**src/rtl/regfile_mp.sv**
```systemverilog
// Multi-port integer register file with per-register pending scoreboard.
// Two prioritised write ports, optional same-cycle forwarding to the reads.
module regfile_mp #(
    parameter int DATA_W   = 32,
    parameter int NREGS    = 32,
    parameter int NRD      = 2,
    parameter int BYPASS   = 1,
    parameter int ZERO_REG = 1,
    localparam int AW      = $clog2(NREGS)
) (
    input  logic                  clk,
    input  logic                  reset,
    input  logic [NRD*AW-1:0]     rd_addr,
    output logic [NRD*DATA_W-1:0] rd_data,
    output logic [NRD-1:0]        rd_ready,
    input  logic                  we0,
    input  logic [AW-1:0]         wa0,
    input  logic [DATA_W-1:0]     wd0,
    input  logic                  we1,
    input  logic [AW-1:0]         wa1,
    input  logic [DATA_W-1:0]     wd1,
    input  logic                  rsv_en,
    input  logic [AW-1:0]         rsv_addr,
    output logic [NREGS-1:0]      busy
);

    logic [NREGS-1:0][DATA_W-1:0] mem_q, mem_d;
    logic [NREGS-1:0]             pend_q, pend_d;

    // Port 1 is applied after port 0 so it wins a same-address collision;
    // a reserve is applied last so a new producer outranks a retiring one.
    always_comb begin
        mem_d  = mem_q;
        pend_d = pend_q;
        for (int r = 0; r < NREGS; r++) begin
            if (we0 && wa0 == AW'(r)) begin
                mem_d[r]  = wd0;
                pend_d[r] = 1'b0;
            end
            if (we1 && wa1 == AW'(r)) begin
                mem_d[r]  = wd1;
                pend_d[r] = 1'b0;
            end
            if (rsv_en && rsv_addr == AW'(r)) begin
                pend_d[r] = 1'b1;
            end
        end
        if (ZERO_REG != 0) begin
            mem_d[0]  = '0;
            pend_d[0] = 1'b0;
        end
    end

    always_ff @(posedge clk or negedge reset) begin
        if (!reset) begin
            mem_q  <= '0;
            pend_q <= '0;
        end else begin
            mem_q  <= mem_d;
            pend_q <= pend_d;
        end
    end

    always_comb begin
        rd_data  = '0;
        rd_ready = '0;
        for (int i = 0; i < NRD; i++) begin
            logic [AW-1:0] a;
            a = rd_addr[i*AW +: AW];
            if (ZERO_REG != 0 && a == '0) begin
                rd_data[i*DATA_W +: DATA_W] = '0;
                rd_ready[i]                 = 1'b1;
            end else if (BYPASS != 0 && we1 && wa1 == a) begin
                rd_data[i*DATA_W +: DATA_W] = wd1;
                rd_ready[i]                 = 1'b1;
            end else if (BYPASS != 0 && we0 && wa0 == a) begin
                rd_data[i*DATA_W +: DATA_W] = wd0;
                rd_ready[i]                 = 1'b1;
            end else begin
                rd_data[i*DATA_W +: DATA_W] = mem_q[a];
                rd_ready[i]                 = !pend_q[a];
            end
        end
    end

    assign busy = pend_q;

endmodule

```
**config.mk**
```make
export PLATFORM = sky130hd
export DESIGN_NAME = regfile_mp
export DESIGN_NICKNAME = d
export VERILOG_FILES = /design/src/rtl/regfile_mp.sv
export SDC_FILE = /design/constraint.sdc
export NUM_CORES = 2
export LEC_CHECK = 0
export CELL_PAD_IN_SITES_DETAIL_PLACEMENT = 1
export CELL_PAD_IN_SITES_GLOBAL_PLACEMENT = 1
export CORE_AREA = 5 5 423 300
export DETAILED_ROUTE_END_ITERATION = 7
export DIE_AREA = 0 0 428 305
export PLACE_DENSITY = 0.94
export SLEW_MARGIN = 20
export SYNTH_ARGS = -nofsm -noshare
export SYNTH_HDL_FRONTEND = slang
export SYNTH_SLANG_ARGS = --single-unit
```
**constraint.sdc**
```tcl
create_clock -name clk -period 9.88 [get_ports clk]
set_clock_uncertainty 0.2 [all_clocks]
set_input_delay 2.964 -clock clk [delete_from_list [all_inputs] [get_ports clk]]
set_output_delay 2.964 -clock clk [all_outputs]
set_load 0.1 [all_outputs]
```
==> impl_metrics.json, run 1 <==
{
  "synth_edf_count": 0,
  "hold_buffers": 0,
  "ios": 192,
  "ys_async_sr_fraction_pct": 100,
  "syn_area_mm2": 0.0655,
  "synth_top_cell_by_area": "dfrtp_1",
  "start_util_pct": 53.4,
  "dp_hpwl_um": 194000,
  "htree_num_levels": 3,
  "ys_types": 55,
  "overflow": 232,
  "io_buffers": 190,
  "grt_max_degree": 170,
  "synthTopCellsByArea": "dfrtp_1 (39%), mux2i_1 (22%), mux4_2 (9.4%)",
  "post-cts-setup-buffer-count": 0,
  "cts_num_sinks": 1023,
  "die_y_um": 305,
  "synth_top_area_share_pct": 39.1,
  "grt_use_total_pct": 84.0,
  "dieWidth_um": 428,
  "post_cts_resized": 0,
  "antenna_found_initial": 111,
  "cts_buffers": 108,
  "syn_nets": 6731,
  "synth-main-ff-cell": "dfrtp_1",
  "root_buffer": "clkbuf_16",
  "haltStage": "5_1_grt",
  "rows": 108,
  "crit_endpoint": "rd_data[51]",
  "yosysWarnings": 0,
  "ys_ff_latch": 1023,
  "syn_inst": 6637,
  "synth_area_per_cell_um2": 9.88,
  "worstEpCategory": "primary output",
  "ctsLongestPathBuffers": 3,
  "status": "did not finish",
  "yosysSeqAreaShare_pct": 39.1,
  "gp_congestion": 0.966,
  "firstError": "[ERROR GRT-0232] Routing congestion too high. Check the congestion heatmap in the GUI."
}
cell families after synthesis:
logic type	count (synthesis)	synth area share, %
XOR/XNOR	20	0.267
other	1	0.00572
AO/OA/AOI/OAI	1570	13.6
multiplexers	1784	32.6
AND/OR/NAND/NOR	1412	9.08
buffers and inverters	827	5.33
flip-flops	1023	39.1
cells in the mapped netlist, types with 4 or more instances:
cell / count
nor2_1: 794
dfrtp_1: 1023
a21oi_1: 862
xnor2_1: 4
buf_2: 163
nand2_1: 302
xor2_1: 16
or2_2: 5
nand3_1: 15
nor4_2: 4
buf_4: 32
mux2_2: 96
a32o_1: 14
o22ai_1: 221
a221o_1: 30
buf_6: 9
mux4_2: 273
a32oi_1: 33
and2_1: 10
o21ai_0: 252
and3_1: 39
nor3_1: 129
nor2b_1: 47
a221oi_1: 31
buf_1: 100
nand2b_1: 14
clkbuf_1: 521
mux2i_1: 1415
o41ai_1: 31
nor4_1: 35
a211oi_1: 61
o21ai_1: 17
through the flow:
step                cells  util [%]  area (µm²)  setup TNS, ns  setup WS (ns)
CTS                  8127      59.6       73200              0          0.352
detailed placement   7931      56.6       69500              0          0.368
global placement     7930      56.6       69500              0          0.584
floorplan            6637         -       65600         -13.93         -0.587
per-layer routing:
layer | overflow | track usage, %
met1 | 29 | 81.0
met2 | 65 | 92.3
met3 | 32 | 82.4
met4 | 99 | 78.3
met5 | 7 | 76.8
==> run 2: changes to the inputs <==
Settings changed: CELL_PAD_IN_SITES_DETAIL_PLACEMENT 1 to not set, CELL_PAD_IN_SITES_GLOBAL_PLACEMENT 1 to not set, CORE_AREA 5 5 423 300 to 5 5 411 413, DIE_AREA 0 0 428 305 to 0 0 416 418, PLACE_DENSITY 0.94 to not set, PLACE_DENSITY_LB_ADDON set to 0.15.
==> run 2 against run 1 <==
Against the previous run: the flow now finishes without violations; synthesized area stayed put; synthesized cell count stayed put.
==> impl_metrics.json, run 2 <==
{
  "vias": 54600,
  "fin_cells": 8638,
  "dp_hpwl_um": 158000,
  "min_from": "busy[10]",
  "crit_arrival_ns": 6.18,
  "cp-start-kind": "input port",
  "synthXorXnorAreaFrac_pct": 0.267,
  "startpoint": "wa1[4]",
  "p_leak_uw": 0.0323,
  "synth_edf_count": 0,
  "cts_tree": "done",
  "syn_area_mm2": 0.0655,
  "required_ns": 6.72,
  "final_cell_mix": "mux2i_1 (1,415), dfrtp_1 (1,023), a21oi_1 (860)",
  "grt_first_pass_wirelength_um": 395000,
  "post_cts_resized": 0,
  "die-area_mm2": 0.174,
  "maxCapViolations": 0,
  "synth-main-ff-cell": "dfrtp_1",
  "swShare_pct": 34.6,
  "start_util_pct": 39.9,
  "gp_congestion": 0.850,
  "hold_buffers": 0,
  "dieWidth_um": 416,
  "antenna_found_initial": 3,
  "synth_top_cell_by_area": "dfrtp_1",
  "power.density_mw_per_mm2": 212,
  "synth_top_family_by_area": "multiplexers",
  "viasPerCell": 6.32,
  "largest_reg_flops": 992,
  "grt_pass1_vias": 53200,
  "ir_drop_mv": 0.154,
  "tightest_slew_ns": 1.19,
  "clk_pin_slew_ns": 0.06,
  "slew_headroom_pct": 20.4,
  "io_buffers": 190,
  "insertion_delay_ns": 0.77,
  "post_synth_fa_ha_maj_area_fraction_pct": 0,
  "drive_above_1_share_pct": 15.0,
  "ios": 192,
  "final_common_cell": "mux2i_1",
  "syn_to_final_growth_pct": 13.2,
  "synth_compound_area_share_pct": 13.6,
  "drtIter0Drc": 6201,
  "post-cts-setup-buffer-count": 0,
  "cp-end-kind": "primary output",
  "grt_setup_unrepaired": "false",
  "placed_cells": 8416,
  "grt_max_degree": 143,
  "syn_inst": 6637,
  "root_buffer": "clkbuf_16",
  "wl_per_cell_um": 32.0,
  "ant_nets": 0,
  "ctsLongestPathBuffers": 3,
  "coreArea_mm2": 0.164,
  "hp-class": "reg -> reg",
  "reg2reg_from": "mem_q[385]",
  "p_seq_share_pct": 39.9,
  "period_share_pct": 94.6,
  "nets": 6444,
  "fin_ws_ns": 0.531,
  "post-route-min-period_ns": 9.35,
  "drt_wl_total_um": 276000,
  "fill_cells": 15600,
  "ys_async_sr_fraction_pct": 100,
  "comb_power_share_pct": 29.7,
  "netlist_top_cells_count": "mux2i_1 (1,415), dfrtp_1 (1,023), a21oi_1 (862), nor2_1 (794), clkbuf_1 (521)",
  "design_area_mm2": 0.0742,
  "htree_num_levels": 3,
  "largest-register": "mem_q",
  "finalHoldViolations": 0,
  "die_y_um": 418,
  "crit_fanout": 32,
  "synth_area_per_cell_um2": 9.88,
  "grt_use_total_pct": 30.7,
  "synth.most_common_cell": "mux2i_1",
  "critPathKind": "in -> out",
  "fin_util_pct": 45.1,
  "ys_ff_latch": 1023,
  "drtPass1Iterations": 6,
  "yosysSeqAreaShare_pct": 39.1,
  "rows": 149,
  "p_switching_uw": 5440,
  "synthTopCellsByArea": "dfrtp_1 (39%), mux2i_1 (22%), mux4_2 (9.4%)",
  "cts_buffers": 121,
  "ys_types": 55,
  "status": "complete, no violations",
  "overflow": 0,
  "drv_slew": 0,
  "synth_top_area_share_pct": 39.1,
  "yosysWarnings": 0,
  "max_freq_ghz": 0.107,
  "clock_power_share_pct": 30.5,
  "setup_tns_ns": 0,
  "cts_num_sinks": 1023,
  "setup_viol": 0,
  "synth_mux_area_share_pct": 32.6,
  "syn_nets": 6731,
  "drc": 0,
  "regToRegSetupSlack_ns": 8.80,
  "dp_slack_ns": 0.574,
  "synth-simple-area-share_pct": 9.08,
  "p_int_uw": 10300,
  "placed_area_mm2": 0.0700
}
## run 2: cell families (layout without fill, tap and decap cells)
| group | after synthesis | after routing |
|---|---|---|
| XOR/XNOR | 20 | 20 |
| flip-flops | 1023 | 1023 |
| multiplexers | 1784 | 1784 |
| AND/OR/NAND/NOR | 1412 | 1412 |
| AO/OA/AOI/OAI | 1570 | 1570 |
| buffers and inverters | 827 | 638 |
| other | 1 | 2 |
## run 2: cell type report
type	count	area, µm²	share of cell area [%]
Antenna cell	1	2.50	0.00337
Clock buffer	173	3510	4.73
Clock inverter	48	676	0.911
Inverter	2	7.51	0.0101
Multi-Input combinational cell	4787	37100	50.0
Sequential cell	1023	25600	34.5
Tap cell	2189	2740	3.69
Timing Repair Buffer	415	4560	6.15
## run 2: final timing paths
path,end,depth (start not counted)
min in group asynchronous,mem_q[387],1
min reg2reg,busy[10],1
max,rd_data[41],8
max reg2reg,mem_q[385],2
min,busy[10],1
max in group asynchronous,mem_q[746],3
## run 2: critical path, cell delays in order
cell and delay [ns]:
clkdlybuf4s50_1 0.55, xor2_1 0.22, nor4_1 0.69, a21oi_4 0.14
buf_4 0.35, a32oi_1 0.56, o41ai_1 0.32, buf_12 0.25
## run 2: metal layers
layer / up-vias / wire length (µm) / global-route usage (%)
met4: 4 / 16400 / 15.3
met2: 2790 / 127000 / 49.2
met3: 743 / 22000 / 5.86
met5: - / 28 / 0
li1: 23700 / - / -
met1: 27400 / 110000 / 40.1
## run 2: power by group through the flow
stage	combinational [µW]	sequential, µW	clock (µW)
finish	4670	6270	4800
global route	5010	6410	5010
floorplan	3220	6190	0
global placement	4560	6260	0
CTS	4650	6250	4850
detailed placement	4650	6310	0
## run 2: per-stage QoR
stage                     hold slack [ns]  power, µW
after global routing                0.415      16400
final                               0.377      15700
after detailed placement            0.366      11000
after floorplan                     0.341       9410
after global placement              0.359      10800
after CTS                           0.377      15700
Note: power is estimated with default switching activity, not from simulation.
